===== config.mk =====
export PLATFORM = sky130hd
export DESIGN_NAME = interrupt_arbiter
export DESIGN_NICKNAME = d
export VERILOG_FILES = /design/src/rtl/interrupt_arbiter.sv
export SDC_FILE = /design/constraint.sdc
export NUM_CORES = 1
export LEC_CHECK = 0
export BUFFER_PORTS_ARGS = -buffer_cell sky130_fd_sc_hd__buf_2
export CAP_MARGIN = 20
export CORE_MARGIN = 2
export CORE_UTILIZATION = 54
export CTS_BUF_LIST = sky130_fd_sc_hd__clkbuf_4 sky130_fd_sc_hd__clkbuf_8 sky130_fd_sc_hd__clkbuf_16
export DETAILED_ROUTE_END_ITERATION = 16
export GPL_ROUTABILITY_DRIVEN = 0
export GPL_TIMING_DRIVEN = 0
export PLACE_DENSITY = 0.78
export SLEW_MARGIN = 30
export SYNTH_ARGS = -nofsm -noshare
export SYNTH_HDL_FRONTEND = slang
export SYNTH_SLANG_ARGS = --single-unit

===== constraint.sdc =====
create_clock -name clk -period 2 [get_ports clk]
set_input_delay 0.3 -clock clk [delete_from_list [all_inputs] [get_ports clk]]
set_output_delay 0.3 -clock clk [all_outputs]
set_load 0.05 [all_outputs]

===== src/rtl/interrupt_arbiter.sv =====
// Prioritising interrupt controller: edge-latched pending bits, mask/GIE gating and
// ack/done service tracking. Define INTR_NESTED_EN to allow nested (preemptive) service.
module interrupt_arbiter (
    input  logic       clk,
    input  logic       reset,
    input  logic [7:0] irq_in,
    input  logic [1:0] cfg_addr,
    input  logic [7:0] cfg_wdata,
    input  logic       cfg_we,
    output logic [7:0] cfg_rdata,
    output logic       int_req,
    output logic [2:0] int_vector,
    input  logic       int_ack,
    input  logic       int_done
);

    typedef enum logic [1:0] {StIdle, StReq, StSvc} state_e;

    state_e     state_q, state_d;
    logic [7:0] irq_prev_q, mask_q, mask_d, pend_q, pend_d, isr_q, isr_d;
    logic       gie_q, gie_d;
    logic [7:0] cand, ack_clr, w1c, rdata_d;
    logic [2:0] win, vector_d;
    logic       cand_any;
`ifdef INTR_NESTED_EN
    logic [7:0] isr_rem;
    logic [3:0] isr_low, rem_low;  // 8 encodes "no bit set"
`endif

    assign cand     = gie_q ? (pend_q & mask_q) : 8'h00;
    assign cand_any = |cand;

    always_comb begin
        win = 3'd0;
        for (int i = 7; i >= 0; i--) begin
            if (cand[i]) win = 3'(i);
        end
    end

`ifdef INTR_NESTED_EN
    assign isr_rem = isr_q & (isr_q - 8'd1);  // in-service set minus its lowest bit

    always_comb begin
        isr_low = 4'd8;
        rem_low = 4'd8;
        for (int i = 7; i >= 0; i--) begin
            if (isr_q[i])   isr_low = 4'(i);
            if (isr_rem[i]) rem_low = 4'(i);
        end
    end
`endif

    always_comb begin
        state_d  = state_q;
        isr_d    = isr_q;
        ack_clr  = 8'h00;
        vector_d = int_vector;
        case (state_q)
            StIdle: begin
                if (cand_any) state_d = StReq;
            end
            StReq: begin
                if (int_ack) begin
                    ack_clr = 8'd1 << int_vector;
                    isr_d   = isr_q | ack_clr;
                    state_d = StSvc;
                end else if (!cand_any) begin
`ifdef INTR_NESTED_EN
                    state_d = (isr_q != 8'h00) ? StSvc : StIdle;
`else
                    state_d = StIdle;
`endif
                end
            end
            StSvc: begin
`ifdef INTR_NESTED_EN
                if (int_done && isr_q != 8'h00) begin
                    isr_d = isr_rem;
                    if (cand_any && {1'b0, win} < rem_low) state_d = StReq;
                    else state_d = (isr_rem != 8'h00) ? StSvc : StIdle;
                end else if (cand_any && {1'b0, win} < isr_low) begin
                    state_d = StReq;
                end
`else
                if (int_done && isr_q != 8'h00) begin
                    isr_d   = 8'h00;
                    state_d = cand_any ? StReq : StIdle;
                end
`endif
            end
            default: state_d = StIdle;
        endcase
        if (state_d == StReq) vector_d = win;
    end

    // A fresh edge in the same cycle as a clear leaves the bit set.
    assign w1c    = (cfg_we && cfg_addr == 2'd1) ? cfg_wdata : 8'h00;
    assign pend_d = (pend_q & ~(w1c | ack_clr)) | (irq_in & ~irq_prev_q);
    assign mask_d = (cfg_we && cfg_addr == 2'd0) ? cfg_wdata : mask_q;
    assign gie_d  = (cfg_we && cfg_addr == 2'd2) ? cfg_wdata[0] : gie_q;

    always_comb begin
        rdata_d = 8'h00;
        case (cfg_addr)
            2'd0: rdata_d = mask_q;
            2'd1: rdata_d = pend_q;
            2'd2: rdata_d = {7'd0, gie_q};
            2'd3: rdata_d = isr_q;
            default: rdata_d = 8'h00;
        endcase
    end

    always_ff @(posedge clk) begin
        if (reset) state_q <= StIdle;
        else       state_q <= state_d;
    end

    always_ff @(posedge clk) begin
        irq_prev_q <= irq_in;
        if (reset) begin
            mask_q     <= 8'h00;
            pend_q     <= 8'h00;
            isr_q      <= 8'h00;
            gie_q      <= 1'b0;
            int_req    <= 1'b0;
            int_vector <= 3'd0;
            cfg_rdata  <= 8'h00;
        end else begin
            mask_q     <= mask_d;
            pend_q     <= pend_d;
            isr_q      <= isr_d;
            gie_q      <= gie_d;
            int_req    <= (state_d == StReq);
            int_vector <= vector_d;
            cfg_rdata  <= rdata_d;
        end
    end

endmodule


Yosys cells after proc, flatten, opt, wreduce, memory -nomap -nowiden
Cells that the tools add are included.
- bits in registers: 47
- bits of input ports: 23
- output and inout bits: 12
- logic and storage cells: 58
- equal/unequal tests: 8
- shifts and indexed selects: 1
- mux-type cells: 22
- bitwise logic cells: 8
- reductions and logical operators: 10
- operators with widths (cell ; number):
    two-way mux 8 bit ; 6
    one-hot mux 8 bit (4 select lines) ; 1
    bitwise AND 8 bit ; 3
    two-way mux 3 bit ; 8
    bitwise OR 8 bit ; 3
    inverter 8 bit ; 2
    one-hot mux 8 bit (2 select lines) ; 1
    two-way mux 2 bit ; 4
    nonzero test 8 bit ; 1
    OR reduction 8 bit ; 1
    left shift 1 x 3 -> 8 bit, first input constant ; 1
    == test 2 x 1 -> 1 bit, second input constant ; 3
    == test 2 bit, second input constant ; 3
    one-hot mux 2 bit (3 select lines) ; 1
    logical AND 1 bit ; 4
    logical NOT 2 bit ; 2
    != test 2 bit, second input constant ; 2
    AND reduction 3 bit ; 1
    nonzero test 2 bit ; 1
    two-way mux 1 bit ; 1

Longest topological paths before layout
Gate-level depths: netlist of the first run.
- depth after elaboration: 10
- mapped depth: 6
- depth with buffers taken out: 5

Least setup slack after synthesis of the first run
OpenSTA, ideal clock, no wires.
- kind: register to register
- from: register isr_q[4]
- to: register int_req
- arrival time: 1.486 ns
- required time: 1.872 ns
- slack: 0.386 ns
- cell stages (with the launch flop): 7
- path buffers: 1
- cell sequence: dfxtp_1 or4_4 o21ai_2 o21ai_1 and4_1 buf_6 nor2b_1
- longest elaborated chain between the ends: 5
- ends and longest elaborated chain (what ; RTL line ; RTL):
    start: declaration ; 20 ; logic [7:0] irq_prev_q, mask_q, mask_d, pend_q, pend_d, isr_q, isr_d;
    start signal: assignment ; 131 ; isr_q <= isr_d;
    nonzero test 8 bit ; 85 ; if (int_done && isr_q != 8'h00) begin
    logical AND 1 bit ; 85 ;
    two-way mux 2 bit ; 85 ;
    one-hot mux 2 bit (3 select lines) ; 58 ; case (state_q)
    == test 2 x 1 -> 1 bit ; 133 ; int_req <= (state_d == StReq);
    end signal: assignment ; 133 ;
    end: declaration ; 11 ; output logic int_req,
Every way passes these cells.
A chain may end at the register's enable or synchronous reset.

Final worst setup path of the first run
- from: register isr_q[4]
- to: register isr_q[2]
- longest elaborated chain between the ends: 4
- ends and longest elaborated chain (what ; RTL line):
    nonzero test 8 bit ; 85
    logical AND 1 bit ; 85
    != test 2 bit (no source line) ; n/a
    AND reduction 3 bit (no source line) ; n/a
Every way passes these cells.

==> flow_metrics.tcl, run 1 <==
set metrics [dict create \
    die_area_sq_mm 0.00401 \
    design.final.nets 269 \
    p_per_area_mw_per_mm2 774 \
    synth-simple-area-share 0.244 \
    flow.area_growth_from_synthesis_pct 16.2 \
    timing_hold_violations_final 0 \
    worstPathArrival_ns 2.12 \
    path_clk_slew_ns 0.14 \
    maximum_number_of_pins_on_one_net_before_global_route_repair 17 \
    core_region_area_sq_mm 0.00336 \
    initial_utilization 0.565 \
    ff2ff_path_depth 5 \
    achievable-frequency_ghz 0.556 \
    synth_async_sr_flop_share 0 \
    power_leakage_nw 0.908 \
    synthesis.yosys.warnings 0 \
    max-clock-path-buffers 2 \
    timing.critical_path.slowest_stage_cell "or4_4" \
    critPathBufInv 0 \
    antenna_found_initial 0 \
    drt.antenna.violating_nets 0 \
    period_needed_ns 1.80 \
    htree_num_levels 2 \
    postSynth.topFlopCell "dfxtp_1" \
    route.detailed.wl_per_inst_um 13.3 \
    stdcell_count 293 \
    hold_slack_ns 0.0259 \
    die_width_um 63.3 \
    skew_pair_late_insertion_delay_ns 0.38 \
    setup_slack_ns 0.201 \
    tritoncts "yes" \
    holdPathStages 1 \
    std_cell_rows 21 \
    worstPathCellList "or4_4 > o21ai_2 > nor3b_1 > nor2_1 > o21a_1" \
    ir_drop_v 0.000645 \
    grt_remaining_overflow 0 \
    yosys-top-cells-area "dfxtp_1 (50%), mux2i_1 (10%), nor2_1 (6.5%)" \
    synth.most_common_cell "dfxtp_1" \
    drt-total-wl_um 3890 \
    maxSlewViolCount 0 \
    reg2reg_to "isr_q[2]$_SDFFE_PP0P_" \
    fin_tns_setup_ns 0 \
    cells_after_synth 206 \
    synth_adder_area_share 0 \
    track_usage 0.214 \
    cts_hold_buffers 0 \
    grt_pass1_vias 1431 \
    path_max_fanout 7 \
    synth_compound_area_frac 0.123 \
    synth_seq_area_share 0.495 \
    postCtsSetupRepairBufs 0 \
    synth_cell_types 32 \
    whs_endpoint "irq_prev_q[6]$_DFF_P_" \
    netlist.top_cell.by_area "dfxtp_1" \
    clock-skew-final_ns 0.0127 \
    worst_path_largest_cell_delay_ns 0.54 \
    tightestPinTransition_ns 0.663 \
    maxCapViolations 0 \
    port_buffers 33 \
    finalInstanceArea_sq_mm 0.00221 \
    worst_reg_to_reg_setup_slack_ns 0.20 \
    yosysTopAreaCellShare 0.495 \
    dp_hpwl_um 2920 \
    ys_seq_elements 47 \
    number_of_clock_sinks 47 \
    vias_per_cell 5.28 \
    synth.cell_area_sq_mm 0.00190 \
    synth_top_cells_by_count "dfxtp_1 (47), nor2_1 (33), mux2i_1 (19)" \
    worst_hold_startpoint "irq_in[6]" \
    via_count 1547 \
    count_of_final_setup_violators 0 \
    dr.first_iter.drc_count 92 \
    grt_first_pass_wirelength_um 6550 \
    number_of_gates_given_a_new_drive_strength_after_cts 0 \
    synth_enable_flop_cells 0 \
    number_of_buffers_inserted_during_clock_tree_synthesis 5 \
    start_kind "register" \
    cp.required_ns 2.33 \
    classification_of_the_worst_setup_path "reg2reg" \
    xor_xnor_share_of_the_synthesized_area 0 \
    pre_cts_ws_ns 0.235 \
    io_pins 35 \
    status "completed" \
    post_route_cells_drive_above_1_share 0.190 \
    headroom_to_the_max_slew_limit 0.558 \
    n_antenna_cell 0 \
    post_dp_cell_area_sq_mm 0.00212 \
    synth_mux_area_frac 0.112 \
    critPathCaptureType "register" \
    place.detailed.instances 285 \
    critPathTopFamily "simple AND/OR/NAND/NOR gates" \
    drc 0 \
    rsz0062_at_grt "false" \
    drt_pre_antenna_iters 4 \
    post-route-period-util 0.900 \
    hp-class "in2reg" \
    avg_synthesized_cell_area_sq_um 9.23 \
    synth_fp_nets 229 \
    synth_top_family_by_area "simple AND/OR/NAND/NOR gates" \
    cts_root_buf "clkbuf_4" \
    die_height_um 63.3 \
    r2r_start "isr_q[4]$_SDFFE_PP0P_" \
]
report_power, final:
group | total, W | switching (W) | leakage [nW] | internal (W)
clock network | 0.000583 | 0.000314 | 0.0458 | 0.000270
logic | 0.000138 | 0.0000801 | 0.477 | 0.0000582
registers | 0.000987 | 0.0000214 | 0.384 | 0.000966
total | 0.00171 | 0.000415 | 0.908 | 0.00129
area by class of cell:
class                      instances  area [sq um]
clock inverter                     3          47.5
tap                               46          57.6
buffer                             9          42.5
clock buffer                       5          37.5
multi-input combinational        148           910
fill                             308          1150
sequential                        47           941
inverter                           2          7.51
timing repair buffer              33           165
worst max-delay path by stage:
stage | startpoint | end | slack, ns | cells after the start
finish | isr_q[4]$_SDFFE_PP0P_ | isr_q[2]$_SDFFE_PP0P_ | 0.20 | 5
global route | isr_q[4]$_SDFFE_PP0P_ | isr_q[0]$_SDFFE_PP0P_ | 0.07 | 5
CTS | isr_q[4]$_SDFFE_PP0P_ | isr_q[0]$_SDFFE_PP0P_ | 0.19 | 5
detailed placement | isr_q[4]$_SDFFE_PP0P_ | isr_q[1]$_SDFFE_PP0P_ | 0.24 | 5
global placement | isr_q[4]$_SDFFE_PP0P_ | isr_q[1]$_SDFFE_PP0P_ | 0.25 | 5
floorplan | isr_q[4]$_SDFFE_PP0P_ | int_req$_SDFF_PP0_ | 0.39 | 6
registers in the layout, summed over array words and instances (netlist names):
register / flops
state_q: 2
int_req: 1
cfg_rdata: 8
irq_prev_q: 8
int_vector: 3
isr_q: 8
gie_q: 1
pend_q: 8
mask_q: 8
metrics by stage:
| step | util | total power (W) |
|---|---|---|
| global placement | 0.631 | 0.00114 |
| finish | 0.657 | 0.00171 |
| global route | 0.657 | 0.00178 |
| CTS | 0.657 | 0.00173 |
| floorplan | - | 0.00109 |
| detailed placement | 0.631 | 0.00115 |
cells in the final DEF, fill, tap and decap left out, types with 5 or more instances in the layout:
cell type | netlist | layout
mux2i_1 | 19 | 19
dfxtp_1 | 47 | 47
clkbuf_4 | 0 | 5
o21a_1 | 7 | 7
nand2_1 | 18 | 18
nand3b_1 | 11 | 11
clkbuf_1 | 7 | 7
nor2_1 | 33 | 33
nand2b_1 | 12 | 12
a21oi_1 | 17 | 17
buf_2 | 1 | 34
per-layer routing:
layer  GRT usage  part of all wire  up-vias
met2       0.336              0.45       42
li1            -                 -      796
met5           0                 0        -
met1       0.277              0.48      703
met3      0.0679             0.060        6
met4      0.0761             0.014        0
kinds of logic (layout without fill, tap and decap cells):
kind of cell           after synthesis  in the layout
multiplexers                        20             20
AND/OR/NAND/NOR                     91             91
AO/OA/AOI/OAI                       37             37
buffers and inverters               11             52
flip-flops                          47             47
Note: power is estimated with default switching activity, not from simulation.
==> run 2: changes to the inputs <==
Settings changed: ABC_CLOCK_PERIOD_IN_PS set to 2200, CAP_MARGIN 20 to 10, CORE_UTILIZATION 54 to 55, PLACE_DENSITY 0.78 to 0.79.
Clock period 2 ns to 2.2 ns, I/O delays scaled along.
==> flow_metrics.tcl, run 2 (synthesis results as in run 1) <==
set metrics [dict create \
    start_kind "register" \
    route.detailed.wl_per_inst_um 13.4 \
    worstPathCellList "or4_4 > o21ai_2 > nor3b_1 > nor2_1 > o21a_1" \
    final_common_cell "dfxtp_1" \
    period_needed_ns 1.79 \
    worst_path_largest_cell_delay_ns 0.54 \
    critPathBufInv 0 \
    clock-skew-final_ns 0.0125 \
    die_area_sq_mm 0.00394 \
    worstPathArrival_ns 2.12 \
    critPathCaptureType "register" \
    timing.critical_path.slowest_stage_cell "or4_4" \
    drc 0 \
    maximum_number_of_pins_on_one_net_before_global_route_repair 16 \
    initial_utilization 0.570 \
    maxSlewViolCount 0 \
    p_total_w 0.00165 \
    status "completed" \
    die_width_um 62.8 \
    achievable-frequency_ghz 0.558 \
    number_of_buffers_inserted_during_clock_tree_synthesis 5 \
    cts_hold_buffers 0 \
    p_per_area_mw_per_mm2 739 \
    die_height_um 62.8 \
    path_max_fanout 7 \
    post_dp_cell_area_sq_mm 0.00212 \
    postCtsSetupRepairBufs 0 \
    track_usage 0.209 \
    finalCoreUtilization 0.668 \
    drt-total-wl_um 3930 \
    drt_pre_antenna_iters 4 \
    vias_per_cell 5.35 \
    n_antenna_cell 0 \
    dr.first_iter.drc_count 68 \
    hp-class "in2reg" \
    design.final.nets 269 \
    max-clock-path-buffers 2 \
    grt_pass1_vias 1361 \
    std_cell_rows 21 \
    port_buffers 33 \
    ir_drop_v 0.000455 \
    tritoncts "yes" \
    critPathTopFamily "simple AND/OR/NAND/NOR gates" \
    timing_hold_violations_final 0 \
    seqCellArea_sq_um 941 \
    post_route_cells_drive_above_1_share 0.190 \
    multi_input_comb_area_sq_um 910 \
    via_count 1568 \
    classification_of_the_worst_setup_path "reg2reg" \
    most-common-layout-cells "dfxtp_1 (47), buf_2 (34), nor2_1 (33)" \
    htree_num_levels 2 \
    cts_root_buf "clkbuf_4" \
    fillCellCount 299 \
    antenna_found_initial 0 \
    number_of_gates_given_a_new_drive_strength_after_cts 0 \
    drt.antenna.violating_nets 0 \
    path_clk_slew_ns 0.14 \
    tightestPinTransition_ns 0.674 \
    post-route-period-util 0.815 \
    count_of_final_setup_violators 0 \
    io_pins 35 \
    finalInstanceArea_sq_mm 0.00223 \
    fin_tns_setup_ns 0 \
    rsz0062_at_grt "false" \
    power_leakage_nw 0.913 \
    core_region_area_sq_mm 0.00334 \
    maxCapViolations 0 \
    flow.area_growth_from_synthesis_pct 17.2 \
    dp_hpwl_um 2950 \
    grt_first_pass_wirelength_um 6220 \
    number_of_clock_sinks 47 \
    cp.required_ns 2.53 \
    grt_remaining_overflow 0 \
    skew_pair_late_insertion_delay_ns 0.37 \
    headroom_to_the_max_slew_limit 0.549 \
]
## run 2: cell types whose count changed in the layout (fill, tap and decap cells not counted), sizes merged
cell      previous run  this run
bufinv               1         2
clkinv               1         0
clkinvlp             0         1
inv                  3         2
## run 2: path summary, 6_finish.rpt
check | from | to | slack [ns] | depth (start not counted)
worst max-delay path | isr_q[4]$_SDFFE_PP0P_ | isr_q[1]$_SDFFE_PP0P_ | 0.41 | 5
worst min-delay path | irq_in[6] | irq_prev_q[6]$_DFF_P_ | 0.06 | 1
worst max register to register | isr_q[4]$_SDFFE_PP0P_ | isr_q[1]$_SDFFE_PP0P_ | 0.41 | 5
worst min register to register | irq_prev_q[4]$_DFF_P_ | pend_q[4]$_SDFF_PP0_ | 0.49 | 2
## run 2: layout make-up
type / count / area share
buffer: 9 / 0.0191
clock buffer: 5 / 0.0168
clock inverter: 3 / 0.0303
inverter: 2 / 0.00337
multi-input combinational: 148 / 0.408
sequential: 47 / 0.422
tap: 46 / 0.0258
timing repair buffer: 33 / 0.0741
## run 2: power breakdown
part	switching [W]	total [W]	internal [W]
combinational	0.0000723	0.000125	0.0000529
clock	0.000271	0.000624	0.000353
sequential	0.0000203	0.000898	0.000878
## run 2: per-stage QoR
step	instances	setup slack [ns]	hold slack, ns
after floorplan	206	0.586	0.358
after global placement	285	0.445	0.448
after detailed placement	285	0.382	0.448
after CTS	293	0.447	0.0670
after global routing	293	0.307	0.0536
final	293	0.406	0.0639
## run 2: worst reg2reg max path: cells and delay by family, from the launching register on
| kind | cells | cell delay, ns |
|---|---|---|
| and+or+nand+nor | 3 | 0.99 |
| AOI/OAI and AO/OA | 2 | 0.41 |
| DFF | 1 | 0.35 |
## run 2: routing by layer
layer	global-route usage	routed length, um	vias to the layer above
met5	0	0	-
li1	-	-	796
met2	0.325	1710	38
met4	0.0667	49	0
met3	0.0631	238	5
met1	0.279	1930	729
